--- config.mk ---
export PLATFORM = sky130hd
export DESIGN_NAME = packet_scheduler
export DESIGN_NICKNAME = d
export VERILOG_FILES = /design/src/rtl/hdmi_packet_pkg.sv /design/src/rtl/audio_sample_fifo.sv /design/src/rtl/packet_scheduler.sv
export SDC_FILE = /design/constraint.sdc
export NUM_CORES = 1
export LEC_CHECK = 0
export ABC_AREA = 1
export CORE_MARGIN = 8
export CORE_UTILIZATION = 35
export CTS_BUF_LIST = sky130_fd_sc_hd__clkbuf_2 sky130_fd_sc_hd__clkbuf_4 sky130_fd_sc_hd__clkbuf_8
export DETAILED_ROUTE_END_ITERATION = 6
export GPL_ROUTABILITY_DRIVEN = 0
export HOLD_SLACK_MARGIN = 0.02
export PLACE_DENSITY = 0.62
export SYNTH_ARGS = -nofsm -noshare
export SYNTH_HDL_FRONTEND = slang
export SYNTH_SLANG_ARGS = --single-unit
--- constraint.sdc ---
create_clock -name clk_pixel -period 3.4 [get_ports clk_pixel]
set_input_delay 0.68 -clock clk_pixel [delete_from_list [all_inputs] [get_ports clk_pixel]]
set_output_delay 0.68 -clock clk_pixel [all_outputs]
set_load 0.005 [all_outputs]
--- src/rtl/hdmi_packet_pkg.sv ---
// Shared HDMI data-island packet definitions: packet type codes and the
// IEC 60958 channel-status block length.
package hdmi_packet_pkg;

  localparam logic [7:0] PKT_NULL     = 8'h00;
  localparam logic [7:0] PKT_ACR      = 8'h01;
  localparam logic [7:0] PKT_SAMPLE   = 8'h02;
  localparam logic [7:0] PKT_AVI_IF   = 8'h82;
  localparam logic [7:0] PKT_AUDIO_IF = 8'h84;

  localparam int unsigned IEC_FRAMES = 192;

  // Next channel-status bit index, wrapping at the end of the 192-frame block.
  function automatic logic [7:0] iec_next(input logic [7:0] idx);
    return (idx == 8'(IEC_FRAMES - 1)) ? 8'd0 : idx + 8'd1;
  endfunction

endpackage

--- src/rtl/audio_sample_fifo.sv ---
// Synchronous sample FIFO with asynchronous reset. Exposes the head entry and
// the entry behind it so the scheduler can select the post-pop head in the
// same cycle it pops.
module audio_sample_fifo #(
  parameter int unsigned DEPTH = 4,
  parameter int unsigned WIDTH = 48
) (
  input  logic                       clk,
  input  logic                       rst,
  input  logic                       push,
  input  logic                       pop,
  input  logic [WIDTH-1:0]           wr_data,
  output logic [$clog2(DEPTH):0]     count,
  output logic [WIDTH-1:0]           head_data,
  output logic [WIDTH-1:0]           next_data
);

  localparam int unsigned AW = $clog2(DEPTH);

  logic [WIDTH-1:0] mem [DEPTH];
  logic [AW-1:0]    wr_ptr;
  logic [AW-1:0]    rd_ptr;

  assign head_data = mem[rd_ptr];
  assign next_data = mem[rd_ptr + AW'(1)];

  // Storage array; contents need no reset since count gates visibility.
  always_ff @(posedge clk) begin
    if (push) mem[wr_ptr] <= wr_data;
  end

  // Pointers and occupancy; push and pop in one cycle leave count unchanged.
  always_ff @(posedge clk or posedge rst) begin
    if (rst) begin
      wr_ptr <= '0;
      rd_ptr <= '0;
      count  <= '0;
    end else begin
      if (push) wr_ptr <= wr_ptr + AW'(1);
      if (pop)  rd_ptr <= rd_ptr + AW'(1);
      count <= count + (AW + 1)'(push) - (AW + 1)'(pop);
    end
  end

endmodule

--- src/rtl/packet_scheduler.sv ---
// Per-slot packet selection for the HDMI data island: buffered audio samples
// first, then ACR, AVI and Audio InfoFrames, else NULL. Also tracks the
// 192-frame channel-status index that produces the audio B flag.
module packet_scheduler
  import hdmi_packet_pkg::*;
#(
  parameter int unsigned AUDIO_BIT_WIDTH  = 24,
  parameter int unsigned AUDIO_FIFO_DEPTH = 4
) (
  input  logic                         clk_pixel,
  input  logic                         reset,
  input  logic                         video_field_end,
  input  logic                         acr_tick,
  input  logic                         packet_slot,
  input  logic [2*AUDIO_BIT_WIDTH-1:0] audio_sample_word,
  input  logic                         audio_sample_valid,
  output logic                         audio_sample_ready,
  output logic [7:0]                   packet_type,
  output logic [2*AUDIO_BIT_WIDTH-1:0] sample_word_out,
  output logic                         sample_frame_start,
  output logic [7:0]                   sample_index,
  output logic                         sample_overflow
);

  localparam int unsigned SW = 2 * AUDIO_BIT_WIDTH;
  localparam int unsigned CW = $clog2(AUDIO_FIFO_DEPTH) + 1;

  logic [CW-1:0] fifo_count;
  logic [SW-1:0] fifo_head;
  logic [SW-1:0] fifo_next;
  logic          push;
  logic          pop;
  logic          acr_pend, avi_pend, aif_pend;
  logic          clr_acr, clr_avi, clr_aif;
  logic          reload;
  logic [CW-1:0] count_after;
  logic [7:0]    idx_after;
  logic [7:0]    cand_type;
  logic [SW-1:0] cand_word;

  assign audio_sample_ready = (fifo_count < CW'(AUDIO_FIFO_DEPTH));
  assign push = audio_sample_valid && audio_sample_ready;
  assign pop  = packet_slot && (packet_type == PKT_SAMPLE);

  assign clr_acr = packet_slot && (packet_type == PKT_ACR);
  assign clr_avi = packet_slot && (packet_type == PKT_AVI_IF);
  assign clr_aif = packet_slot && (packet_type == PKT_AUDIO_IF);

  // A held NULL is not yet committed, so it may be replaced on any edge.
  assign reload = packet_slot || (packet_type == PKT_NULL);

  audio_sample_fifo #(
    .DEPTH (AUDIO_FIFO_DEPTH),
    .WIDTH (SW)
  ) u_fifo (
    .clk       (clk_pixel),
    .rst       (reset),
    .push      (push),
    .pop       (pop),
    .wr_data   (audio_sample_word),
    .count     (fifo_count),
    .head_data (fifo_head),
    .next_data (fifo_next)
  );

  // Next selection by fixed priority from registered state after this consume.
  // A sample pushed on this same edge is not counted yet.
  always_comb begin
    count_after = fifo_count - CW'(pop);
    idx_after   = pop ? iec_next(sample_index) : sample_index;
    cand_type   = PKT_NULL;
    cand_word   = '0;
    if (count_after != '0) begin
      cand_type = PKT_SAMPLE;
      cand_word = pop ? fifo_next : fifo_head;
    end else if (acr_pend && !clr_acr) begin
      cand_type = PKT_ACR;
    end else if (avi_pend && !clr_avi) begin
      cand_type = PKT_AVI_IF;
    end else if (aif_pend && !clr_aif) begin
      cand_type = PKT_AUDIO_IF;
    end
  end

  // Pending flags (set beats clear), sticky overflow and the selection register.
  always_ff @(posedge clk_pixel or posedge reset) begin
    if (reset) begin
      acr_pend           <= 1'b0;
      avi_pend           <= 1'b0;
      aif_pend           <= 1'b0;
      sample_overflow    <= 1'b0;
      packet_type        <= PKT_NULL;
      sample_word_out    <= '0;
      sample_index       <= '0;
      sample_frame_start <= 1'b0;
    end else begin
      acr_pend <= acr_tick        || (acr_pend && !clr_acr);
      avi_pend <= video_field_end || (avi_pend && !clr_avi);
      aif_pend <= video_field_end || (aif_pend && !clr_aif);
      if (audio_sample_valid && !audio_sample_ready) sample_overflow <= 1'b1;
      if (reload) begin
        packet_type        <= cand_type;
        sample_word_out    <= cand_word;
        sample_index       <= idx_after;
        sample_frame_start <= (cand_type == PKT_SAMPLE) && (idx_after == 8'd0);
      end
    end
  end

endmodule

### After elaboration in Yosys (flattened, before gate mapping)

Memories as Yosys holds them, arrays and structs flattened.
Index checks and enable logic that the tools add are counted.

| storage, ports and cells | value |
|---|---|
| register bits | 76 |
| memories kept | 1 |
| output and inout port bits | 67 |
| input port bits | 54 |
| RAM bits | 192 |

| cells by class | value |
|---|---|
| reductions and logical operators | 21 |
| mux-type cells | 10 |
| equal/unequal tests | 6 |
| $lt $le $gt $ge | 1 |
| $add $sub $neg | 6 |

Memories:

| memory | words | width | read ports | clocked after memory_dff | wr ports | RTL line | source |
|---|---|---|---|---|---|---|---|
| u_fifo.mem | 4 | 48 | 2 | 0 | 1 | audio_sample_fifo.sv:20 | `logic [WIDTH-1:0] mem [DEPTH];` |

Operator list:

| kind | count |
|---|---|
| $mux W48 | 2 |
| $mux W8 | 6 |
| $eq A8 B8 Y1 const B | 3 |
| $eq A8 B2 Y1 const B | 2 |
| $logic_not A8 Y1 | 2 |
| $logic_and A1 B1 Y1 | 10 |
| $add A8 B1 Y8 const B | 1 |
| $eq A8 B1 Y1 const B | 1 |
| $sub A3 B1 Y3 | 2 |
| $add A2 B1 Y2 const B | 2 |
| $logic_not A1 Y1 | 4 |
| $logic_or A1 B1 Y1 | 4 |
| $add A3 B1 Y3 | 1 |
| $lt A3 B3 Y1 const B | 1 |
| $reduce_bool A3 Y1 | 1 |
| $mux W1 | 2 |

### Depth between registers and ports, before layout

Gate-level depths: netlist (run 1).

| depth | value |
|---|---|
| depth after elaboration | 10 |
| gate-level depth with buffers | 14 |
| mapped depth without buffers | 13 |

### Hierarchy

Synthesis (run 1) repeated with hierarchy kept, for this count alone.

| second synthesis, totals | value |
|---|---|
| cells, all modules | 1670 |
| area, all modules | 13509.2 µm² |

Modules (own cells, without submodules):

| module | area an instance (µm²) | cells each | instances | seq. area each (µm²) |
|---|---|---|---|---|
| audio_sample_fifo | 10312.4 | 1264 | 1 | 5940.7 |
| packet_scheduler | 3196.8 | 406 | 1 | 1626.6 |

### Least setup slack after synthesis (run 1)

Ideal clock, no wire load.

| path | value |
|---|---|
| kind | in2reg |
| start | input port audio_sample_valid |
| end | memory u_fifo.mem[0][0], enable pin |
| setup slack | 0.109 ns |
| library setup time | 0.454 ns |
| arrival | 2.837 ns |
| cell stages on the path | 2 |
| path buffers | 0 |
| required time | 2.946 ns |
| cell sequence | nand2_1 nor2_1 |

| on the way | value |
|---|---|
| cells in the longest elaborated chain, start to end | 3 |

RTL lines:

| what | RTL line | source |
|---|---|---|
| start: declaration | packet_scheduler.sv:16 | `input logic audio_sample_valid,` |
| $logic_and A1 B1 Y1 | packet_scheduler.sv:42 | `assign push = audio_sample_valid && audio_sample_ready;` |
| $mux W1 | audio_sample_fifo.sv:29 | `if (push) mem[wr_ptr] <= wr_data;` |
| $mux W1 (implied by the code) | audio_sample_fifo.sv:29 |  |
| end: declaration | audio_sample_fifo.sv:20 |  |

No other way between the ends.

### Worst setup path in the final report (run 1)

| path | value |
|---|---|
| start | register u_fifo.rd_ptr[0] |
| end | register sample_word_out[44] |

| on the way | value |
|---|---|
| cells in the longest elaborated chain, start to end | 4 |

RTL lines:

| what | RTL line | source |
|---|---|---|
| start: declaration | audio_sample_fifo.sv:22 | `logic [AW-1:0] rd_ptr;` |
| start signal: assignment | audio_sample_fifo.sv:40 | `if (pop) rd_ptr <= rd_ptr + AW'(1);` |
| $add A2 B1 Y2 | audio_sample_fifo.sv:25 | `assign next_data = mem[rd_ptr + AW'(1)];` |
| $mem_v2 Z4 W48 (*) | - |  |
| $mux W48 (*) | packet_scheduler.sv:75 | `cand_word = pop ? fifo_next : fifo_head;` |
| $mux W48 (*) | packet_scheduler.sv:73 | `if (count_after != '0) begin` |
| end signal: assignment | packet_scheduler.sv:103 | `sample_word_out <= cand_word;` |
| end: declaration | packet_scheduler.sv:19 | `output logic [2*AUDIO_BIT_WIDTH-1:0] sample_word_out,` |

Every way passes the cells marked *; elsewhere a longest branch is shown, timed or not.
A chain may end at the register's enable or synchronous reset.

==> results of run 1 <==
-- how the worst max path moves through the flow --
stage	from	to	slack, ps
floorplan	audio_sample_valid	u_fifo.mem[0][0]	110
global placement	packet_slot	sample_word_out[25]	520
detailed placement	packet_slot	sample_word_out[25]	480
CTS	u_fifo.rd_ptr[0]	sample_word_out[44]	740
global route	u_fifo.rd_ptr[0]	sample_word_out[32]	570
finish	u_fifo.rd_ptr[0]	sample_word_out[44]	730
-- through the flow --
stage / std cells / setup WS, ps / hold WS, ps / instance area [µm²]
final: 1845 / 730 / 458 / 14800
after global routing: 1845 / 575 / 485 / 14800
after CTS: 1844 / 740 / 464 / 14800
after detailed placement: 1761 / 484 / 452 / 13800
after global placement: 1761 / 521 / 449 / 13800
after floorplan: 1251 / 109 / 442 / 12200
-- worst register-to-register path, stage by stage, from the launching register on --
cell and delay, ps:
dfrtp_4 690, nand2_2 420, nand2_2 380, inv_2 540, o21ai_0 180, o211ai_1 130
nand2_1 80, nand3_1 100, nand2_1 50
-- where the power goes --
part / internal, W / switching [W]
clock: 0.00176 / 0.00128
sequential: 0.00422 / 0.000492
combinational: 0.00200 / 0.00334
total: 0.00799 / 0.00511
-- layout by cell type, fill, tap and decap left out, types with 6 or more instances in the layout --
master / netlist / routed
nand3_1: 75 / 75
nor2_4: 2 / 6
buf_4: 8 / 14
dfrtp_1: 72 / 70
o211ai_1: 28 / 28
clkdlybuf4s50_1: 0 / 116
nor2_1: 79 / 75
clkbuf_8: 0 / 55
o21ai_0: 126 / 126
o21ai_1: 19 / 19
inv_1: 84 / 82
edfxtp_1: 192 / 192
clkinv_2: 0 / 7
o22ai_1: 19 / 19
clkbuf_4: 0 / 20
ha_1: 7 / 7
o221ai_1: 18 / 18
nand2_1: 360 / 360
a21oi_1: 51 / 51
-- metal layers --
layer,track usage,share of wire,vias to the layer above
met5,0,0.00070,-
met4,0.0673,0.030,4
met3,0.0328,0.069,86
met2,0.260,0.47,342
met1,0.192,0.43,4522
li1,-,-,4469
-- sequential cells by signal (all words and copies together), names as in the netlist --
register,flops
u_fifo.mem,192
sample_word_out,48
sample_index,8
packet_type,4
u_fifo.count,3
u_fifo.rd_ptr,2
u_fifo.wr_ptr,2
acr_pend,1
aif_pend,1
avi_pend,1
sample_frame_start,1
sample_overflow,1
-- area by class of cell --
cell class | count | area share
inverters | 91 | 0.0237
repair buffers | 135 | 0.0926
clock inverters | 8 | 0.00509
flip-flops and latches | 264 | 0.513
diodes | 1 | 0.000170
clock buffers | 75 | 0.0615
multi-input cells | 816 | 0.265
well taps | 455 | 0.0386
-- cell families after synthesis --
group | Yosys count | synth area share
DFF | 264 | 0.622
and+or+nand+nor | 531 | 0.179
xor gates and xnor gates | 4 | 0.00288
buffers and inverters | 171 | 0.0608
AOI/OAI and AO/OA | 269 | 0.126
adders and majority gates | 8 | 0.00885
other | 1 | 0.000308
==> flow_metrics.tcl, run 1 <==
set metrics [dict create \
    status "complete, no violations" \
    multi_input_area_mm2 0.00391 \
    worst_skew_pair.late_latency_ps 560 \
    synth_common_cells "nand2_1, edfxtp_1, o21ai_0" \
    synth-edff-count 192 \
    die_y_um 202 \
    postSynthAreaPerCell_um2 9.75 \
    layout-drive-gt1-share 0.0943 \
    vias 9423 \
    initialDrtViolationCount 915 \
    final.setup.tns_ps 0 \
    synthMostInstantiatedCell "nand2_1" \
    maxCapViolations 0 \
    detail-route-antenna-nets 0 \
    rr_startpoint "u_fifo.rd_ptr[0]" \
    synth_top_area_cell "edfxtp_1" \
    core_area_mm2 0.0344 \
    max_stage_delay_ps 690 \
    cts.sinks 264 \
    cp_data_required_time_ps 3850 \
    synthArstFlopShare 0.273 \
    cts_buffer_depth 3 \
    fin_skew_ps 24.7 \
    die_area_mm2 0.0410 \
    min_period_ps 2670 \
    port_buffers 116 \
    grt_pass1_vias 9567 \
    area_growth_syn_to_layout_pct 21.3 \
    synth.ff_latch_count 264 \
    critPathLaunchType "flip-flop" \
    avgViaCountPerCell 5.11 \
    worstMarginPinSlew_ps 925 \
    fillerInstances 3270 \
    hold_start "sample_overflow" \
    wire_per_inst_um 17.8 \
    min_period_over_period 0.785 \
    yosysUniqueCellTypes 38 \
    fmaxAchievable_mhz 375 \
    cellPowerDensity_mw_per_mm2 888 \
    io_pins 121 \
    grt_overflow_total 0 \
    grt_max_degree 63 \
    yosysWarnings 0 \
    postCtsSetupRepairBufs 0 \
    synth_area_leaders "edfxtp_1, dfrtp_1, nand2_1" \
    placementRows 68 \
    holdPathStages 1 \
    initial_utilization 0.354 \
    total_power_w 0.0131 \
    leakage_nw 5.91 \
    grt.total_usage 0.156 \
    rrSetupSlack_ps 730 \
    cts_resized 0 \
    clk_pin_slew_ps 60 \
    ys_seq_area_frac 0.622 \
    synth_ff_type "edfxtp_1" \
    critPathMaxFanout 43 \
    worst-path-buf-inv 1 \
    h-tree-depth 2 \
    register_area_mm2 0.00757 \
    drc_errors 0 \
    drv_slew 0 \
    hp-class "reg2reg" \
    grt_pass1_wl_um 50800 \
    hold_end "sample_overflow" \
    syn_area_mm2 0.0122 \
    cts_tree "done" \
    synth_top_area_share 0.474 \
    fin_nets 1415 \
    clock-root-buffer "clkbuf_8" \
    cp.depth 8 \
    r2r_cells 8 \
    critPathKind "reg2reg" \
    peakVddDrop_mv 0.503 \
    hpwl_um 18700 \
    rsz0062_at_grt "no" \
    dr.pass1.iters 6 \
    endpoint_kind "flip-flop" \
    worstPathArrival_ps 3120 \
    fp.dieW_um 202 \
    cts_hold_buffers 0 \
    setup_viol 0 \
    synthCells 1248 \
    maxSlewHeadroom 0.383 \
    fin_util 0.429 \
    r2r_end "sample_word_out[44]" \
    antenna_found_initial 3 \
    cts_made_buffers 45 \
    cp_top_family "simple AND/OR/NAND/NOR gates" \
    cp_slowest_cell "dfrtp_4" \
    wirelength_um 32900 \
    cp_cell_sequence "nand2_2 -> nand2_2 -> inv_2 -> o21ai_0 -> o211ai_1 -> nand2_1 -> nand3_1 -> nand2_1" \
    final_hold_viol_count 0 \
]
(Power assumes the default switching activity.)
==> inputs of run 2 (changes only) <==
PLACE_DENSITY = 0.64   (was 0.62)
clock period = 2.4 ns   (was 3.4 ns; I/O delays follow)
==> run 2 against run 1 <==
  * Fmax increased by 25%
  * Sequential power up 43%
  * Clock skew down 4.9 ps
  * Via count grew 0.62%
  * Power is 47% higher
  * Non-clock buffer count grew 23
  * Sequential share of layout area down 1.3 points
  * Register-to-register slack worse by 460 ps
  * Worst setup slack lost 460 ps
==> flow_metrics.tcl, run 2 (synthesis results as in run 1) <==
set metrics [dict create \
    cp_top_family "simple AND/OR/NAND/NOR gates" \
    grt_overflow_total 0 \
    die_area_mm2 0.0410 \
    fillerInstances 3222 \
    cp_cell_sequence "nor2_4 -> inv_2 -> nor2_8 -> buf_4 -> nand3b_1 -> nand3_1 -> nand2_1 -> nor2_1 -> nand2_1 -> nand2_1" \
    h-tree-depth 2 \
    endpoint_kind "flip-flop" \
    die_y_um 202 \
    cts_resized 0 \
    initial_utilization 0.354 \
    cts_tree "done" \
    dp_cells 1784 \
    rsz0062_at_grt "no" \
    grt.total_usage 0.156 \
    fp.dieW_um 202 \
    wirelength_um 32700 \
    cts.sinks 264 \
    area_growth_syn_to_layout_pct 24.4 \
    detail-route-antenna-nets 0 \
    final_cell_mix "nand2_1, edfxtp_1, o21ai_0" \
    port_buffers 116 \
    peakVddDrop_mv 0.766 \
    grt_pass1_wl_um 51600 \
    clock-root-buffer "clkbuf_8" \
    worstPathArrival_ps 2620 \
    regMostFlops "u_fifo.mem" \
    fin_skew_ps 19.7 \
    rr_startpoint "packet_type[2]" \
    placementRows 68 \
    critPathMaxFanout 48 \
    largest_reg_flops 192 \
    worst_skew_pair.late_latency_ps 560 \
    layout-drive-gt1-share 0.105 \
    cellPowerDensity_mw_per_mm2 1270 \
    antenna_found_initial 1 \
    cts_buffer_depth 3 \
    rrSetupSlack_ps 270 \
    io_pins 121 \
    final_cells 1869 \
    cp_slowest_cell "buf_4" \
    drv_slew 0 \
    initialDrtViolationCount 677 \
    setup_viol 0 \
    grt_max_degree 138 \
    worst_path_most_repeated_cell "nand2_1" \
    max_stage_delay_ps 500 \
    fin_util 0.440 \
    maxCapViolations 0 \
    crit_start "packet_type[2]" \
    num_antenna_cells 0 \
    wire_per_inst_um 17.5 \
    critPathLaunchType "flip-flop" \
    maxSlewHeadroom 0.612 \
    cp_data_required_time_ps 2890 \
    grt_pass1_vias 9518 \
    final_hold_viol_count 0 \
    drc_errors 0 \
    min_period_over_period 0.888 \
    final_common_cell "nand2_1" \
    hpwl_um 20500 \
    critPathKind "reg2reg" \
    core_area_mm2 0.0344 \
    fmaxAchievable_mhz 469 \
    avgViaCountPerCell 5.07 \
    clk_pin_slew_ps 60 \
    min_period_ps 2130 \
    status "complete, no violations" \
    total_power_w 0.0192 \
    cts_hold_buffers 0 \
    vias 9481 \
    dr.pass1.iters 5 \
    postCtsSetupRepairBufs 0 \
    hp-class "in2async" \
    fin_nets 1439 \
    cts_made_buffers 46 \
    worstMarginPinSlew_ps 582 \
    worst-path-buf-inv 2 \
    reg.largest.list "u_fifo.mem x192, sample_word_out x48, sample_index x8" \
    leakage_nw 6.09 \
]
## run 2: per-layer routing
layer  part of all wire  wire length (µm)  up-vias  track usage
met1               0.43             14100     4566        0.197
met5            0.00031                10        -            0
met3              0.061              1980       66       0.0309
li1                   -                 -     4521            -
met4              0.027               876        2       0.0580
met2               0.48             15700      326        0.263
## run 2: area by class of cell
class,instances,area [µm²],area share
sequential,264,7570,0.500
multi-input combinational,816,3910,0.259
timing repair buffer,158,1690,0.112
clock buffer,64,818,0.0541
tap,455,569,0.0376
inverter,91,349,0.0231
clock inverter,21,221,0.0146
## run 2: where the power goes
part	switching, W	internal, W	leakage [nW]	total [W]
clock network	0.00184	0.00275	0.551	0.00459
registers	0.000741	0.00598	2.60	0.00672
logic	0.00471	0.00321	2.94	0.00792
## run 2: stage by stage
step | setup TNS (ps) | hold WS [ps] | worst slack [ps] | instance area [µm²]
finish | 0 | 325 | 269 | 15100
detailed placement | -752 | 462 | -61.0 | 14100
global route | 0 | 360 | 71.6 | 15100
CTS | 0 | 300 | 214 | 15100
floorplan | -138970 | 442 | -726 | 12200
global placement | -299 | 452 | -51.1 | 14100
## run 2: final timing paths
kind / endpoint / depth (start not counted)
worst max-delay path: sample_frame_start / 10
max in group asynchronous: sample_word_out[18] / 3
worst min-delay path: sample_word_out[22] / 2
min in group clk_pixel: acr_pend / 3
worst min register to register: u_fifo.count[2] / 1
worst max register to register: sample_frame_start / 10
==> inputs of run 3 (changes only) <==
ABC_AREA = default   (was 1)
CORE_MARGIN = default   (was 8)
==> run 3 against run 2 <==
  * Via count decreased by 11%
  * Final area increased by 2.5%
  * Critical path depth shrank 1
  * Critical path type unchanged
  * Largest power group unchanged
==> flow_metrics.tcl, run 3 <==
set metrics [dict create \
    syn_area_mm2 0.0123 \
    synth_area_leaders "edfxtp_1, dfrtp_1, o41ai_2" \
    postSynthAreaPerCell_um2 13.1 \
    grt_overflow_total 0 \
    synth-adder-area-share 0.00876 \
    die_y_um 189 \
    worstPathArrival_ps 2700 \
    cts_tree "done" \
    hp-class "in2async" \
    grt.total_usage 0.172 \
    drv_slew 0 \
    initialDrtViolationCount 568 \
    cts_hold_buffers 0 \
    leakage_nw 5.99 \
    setup_ws_ps 135 \
    cp_cell_sequence "nand4bb_4 -> or3_1 -> inv_1 -> ha_1 -> xnor2_1 -> o311ai_2 -> a21oi_4 -> and4bb_1 -> a32o_1" \
    wire_per_inst_um 19.5 \
    p_switching_w 0.00696 \
    initial_utilization 0.356 \
    min_period_ps 2260 \
    final_cell_mix "edfxtp_1, clkdlybuf4s50_1, dfrtp_1" \
    status "complete, no violations" \
    grt_pass1_wl_um 47800 \
    dr.pass1.iters 6 \
    synth_mux_area_frac 0.0412 \
    synth_common_cells "edfxtp_1, dfrtp_1, nand2_1" \
    critPathKind "reg2reg" \
    clk_pin_slew_ps 60 \
    fillerInstances 3097 \
    endpoint_kind "flip-flop" \
    peakVddDrop_mv 0.791 \
    die_area_mm2 0.0358 \
    multi_input_area_mm2 0.00418 \
    final_common_cell "edfxtp_1" \
    fin_util 0.449 \
    synth-compound-area-share 0.193 \
    worstMarginPinSlew_ps 672 \
    layout-drive-gt1-share 0.186 \
    register_area_mm2 0.00757 \
    area_growth_syn_to_layout_pct 26.2 \
    cts_resized 0 \
    yosys.area_share.xor_xnor 0.00570 \
    wirelength_um 30700 \
    clock-root-buffer "clkbuf_8" \
    yosysWarnings 0 \
    power.internal_w 0.0124 \
    regMostFlops "u_fifo.mem" \
    yosys.area_share.simple 0.0854 \
    rsz0062_at_grt "yes" \
    min_period_over_period 0.944 \
    critPathMaxFanout 5 \
    cp_data_required_time_ps 2830 \
    drc_errors 0 \
    maxSlewHeadroom 0.552 \
    cts_buffer_depth 3 \
    vias 8468 \
    comb_power_share 0.426 \
    antenna_found_initial 2 \
    cts.sinks 264 \
    cellPowerDensity_mw_per_mm2 1250 \
    grt_pass1_vias 8576 \
    synth_top_area_share 0.469 \
    clkPwrFrac 0.227 \
    fin_nets 1141 \
    postCtsSetupRepairBufs 0 \
    detail-route-antenna-nets 0 \
    avgViaCountPerCell 5.38 \
    fmaxAchievable_mhz 442 \
    largest_reg_flops 192 \
    synthArstFlopShare 0.273 \
    p_sw_frac 0.359 \
    maxCapViolations 0 \
    grt_max_degree 67 \
    final_hold_viol_count 0 \
    core_area_mm2 0.0345 \
    yosysUniqueCellTypes 63 \
    synth.ff_latch_count 264 \
    holdWs_ps 293 \
    critPathLaunchType "flip-flop" \
    reg.largest.list "u_fifo.mem x192, sample_word_out x48, sample_index x8" \
    fp.dieW_um 189 \
    max_stage_delay_ps 370 \
    synth_ff_type "edfxtp_1" \
    synth-edff-count 192 \
    synth_top_family_by_area "compound AO/OA/AOI/OAI gates" \
    place_ws_ps -435 \
    fin_skew_ps 46.0 \
    synthCells 939 \
    synthMostInstantiatedCell "edfxtp_1" \
    setup_viol 0 \
    cts_made_buffers 47 \
    h-tree-depth 2 \
    port_buffers 116 \
    worst_skew_pair.late_latency_ps 580 \
    ys_seq_area_frac 0.616 \
    cp_slowest_cell "dfrtp_1" \
    hpwl_um 18600 \
    synth_top_area_cell "edfxtp_1" \
    p_seq_frac 0.347 \
    final.setup.tns_ps 0 \
    placementRows 68 \
    io_pins 121 \
]
[run 3: cells by family after synthesis]
logic type	Yosys count
muxes	50
DFF	264
and+or+nand+nor	197
other	1
buffers and inverters	143
adders and majority gates	8
AOI/OAI and AO/OA	268
xor gates and xnor gates	8
[run 3: path summary, 6_finish.rpt]
kind                            startpoint                  end  slack, ps  cells after the start
hold / removal                       reset  sample_word_out[35]        290                      2
max in group asynchronous            reset  sample_word_out[26]       1570                      3
setup / recovery            packet_type[2]   sample_frame_start        140                      9
setup reg to reg            packet_type[2]   sample_frame_start        140                      9
min in group clk_pixel     sample_overflow      sample_overflow        450                      1
hold reg to reg            sample_overflow      sample_overflow        450                      1
[run 3: metrics by stage]
step	total power (W)	instance area [µm²]	instances
floorplan	0.0117	12300	942
global placement	0.0149	14500	1485
detailed placement	0.0151	14500	1485
CTS	0.0195	15500	1573
global route	0.0205	15500	1575
finish	0.0194	15500	1575
[run 3: critical path, delay by kind of cell (launching register included)]
kind,cells,cell delay (ps)
simple gates,3,780
compound gates,3,620
flops,1,370
fa+ha+maj,1,150
xor+xnor,1,140
buf+inv,1,70
[run 3: final cells by class]
cell class	count	share of cell area
antenna	2	0.000323
clock buffer	74	0.0584
clock inverter	14	0.00726
inverter	57	0.0140
multi-input combinational	535	0.269
sequential	264	0.489
tap	455	0.0367
timing repair buffer	174	0.125
[run 3: routing by layer]
metal  global-route usage  wire length, µm  vias to the layer above
met4               0.0596              654                        0
li1                     -                -                     3931
met1                0.224            13500                     4211
met3               0.0313             1680                       54
met2                0.286            14900                      272
met5                    0                0                        -
[run 3: power by group through the flow]
stage	combinational, W	sequential [W]	clock (W)
2_1_floorplan	0.00519	0.00648	0
3_3_place_gp	0.00805	0.00681	0
3_5_place_dp	0.00827	0.00681	0
4_1_cts	0.00828	0.00674	0.00451
5_1_grt	0.00897	0.00685	0.00470
6_report	0.00826	0.00674	0.00440
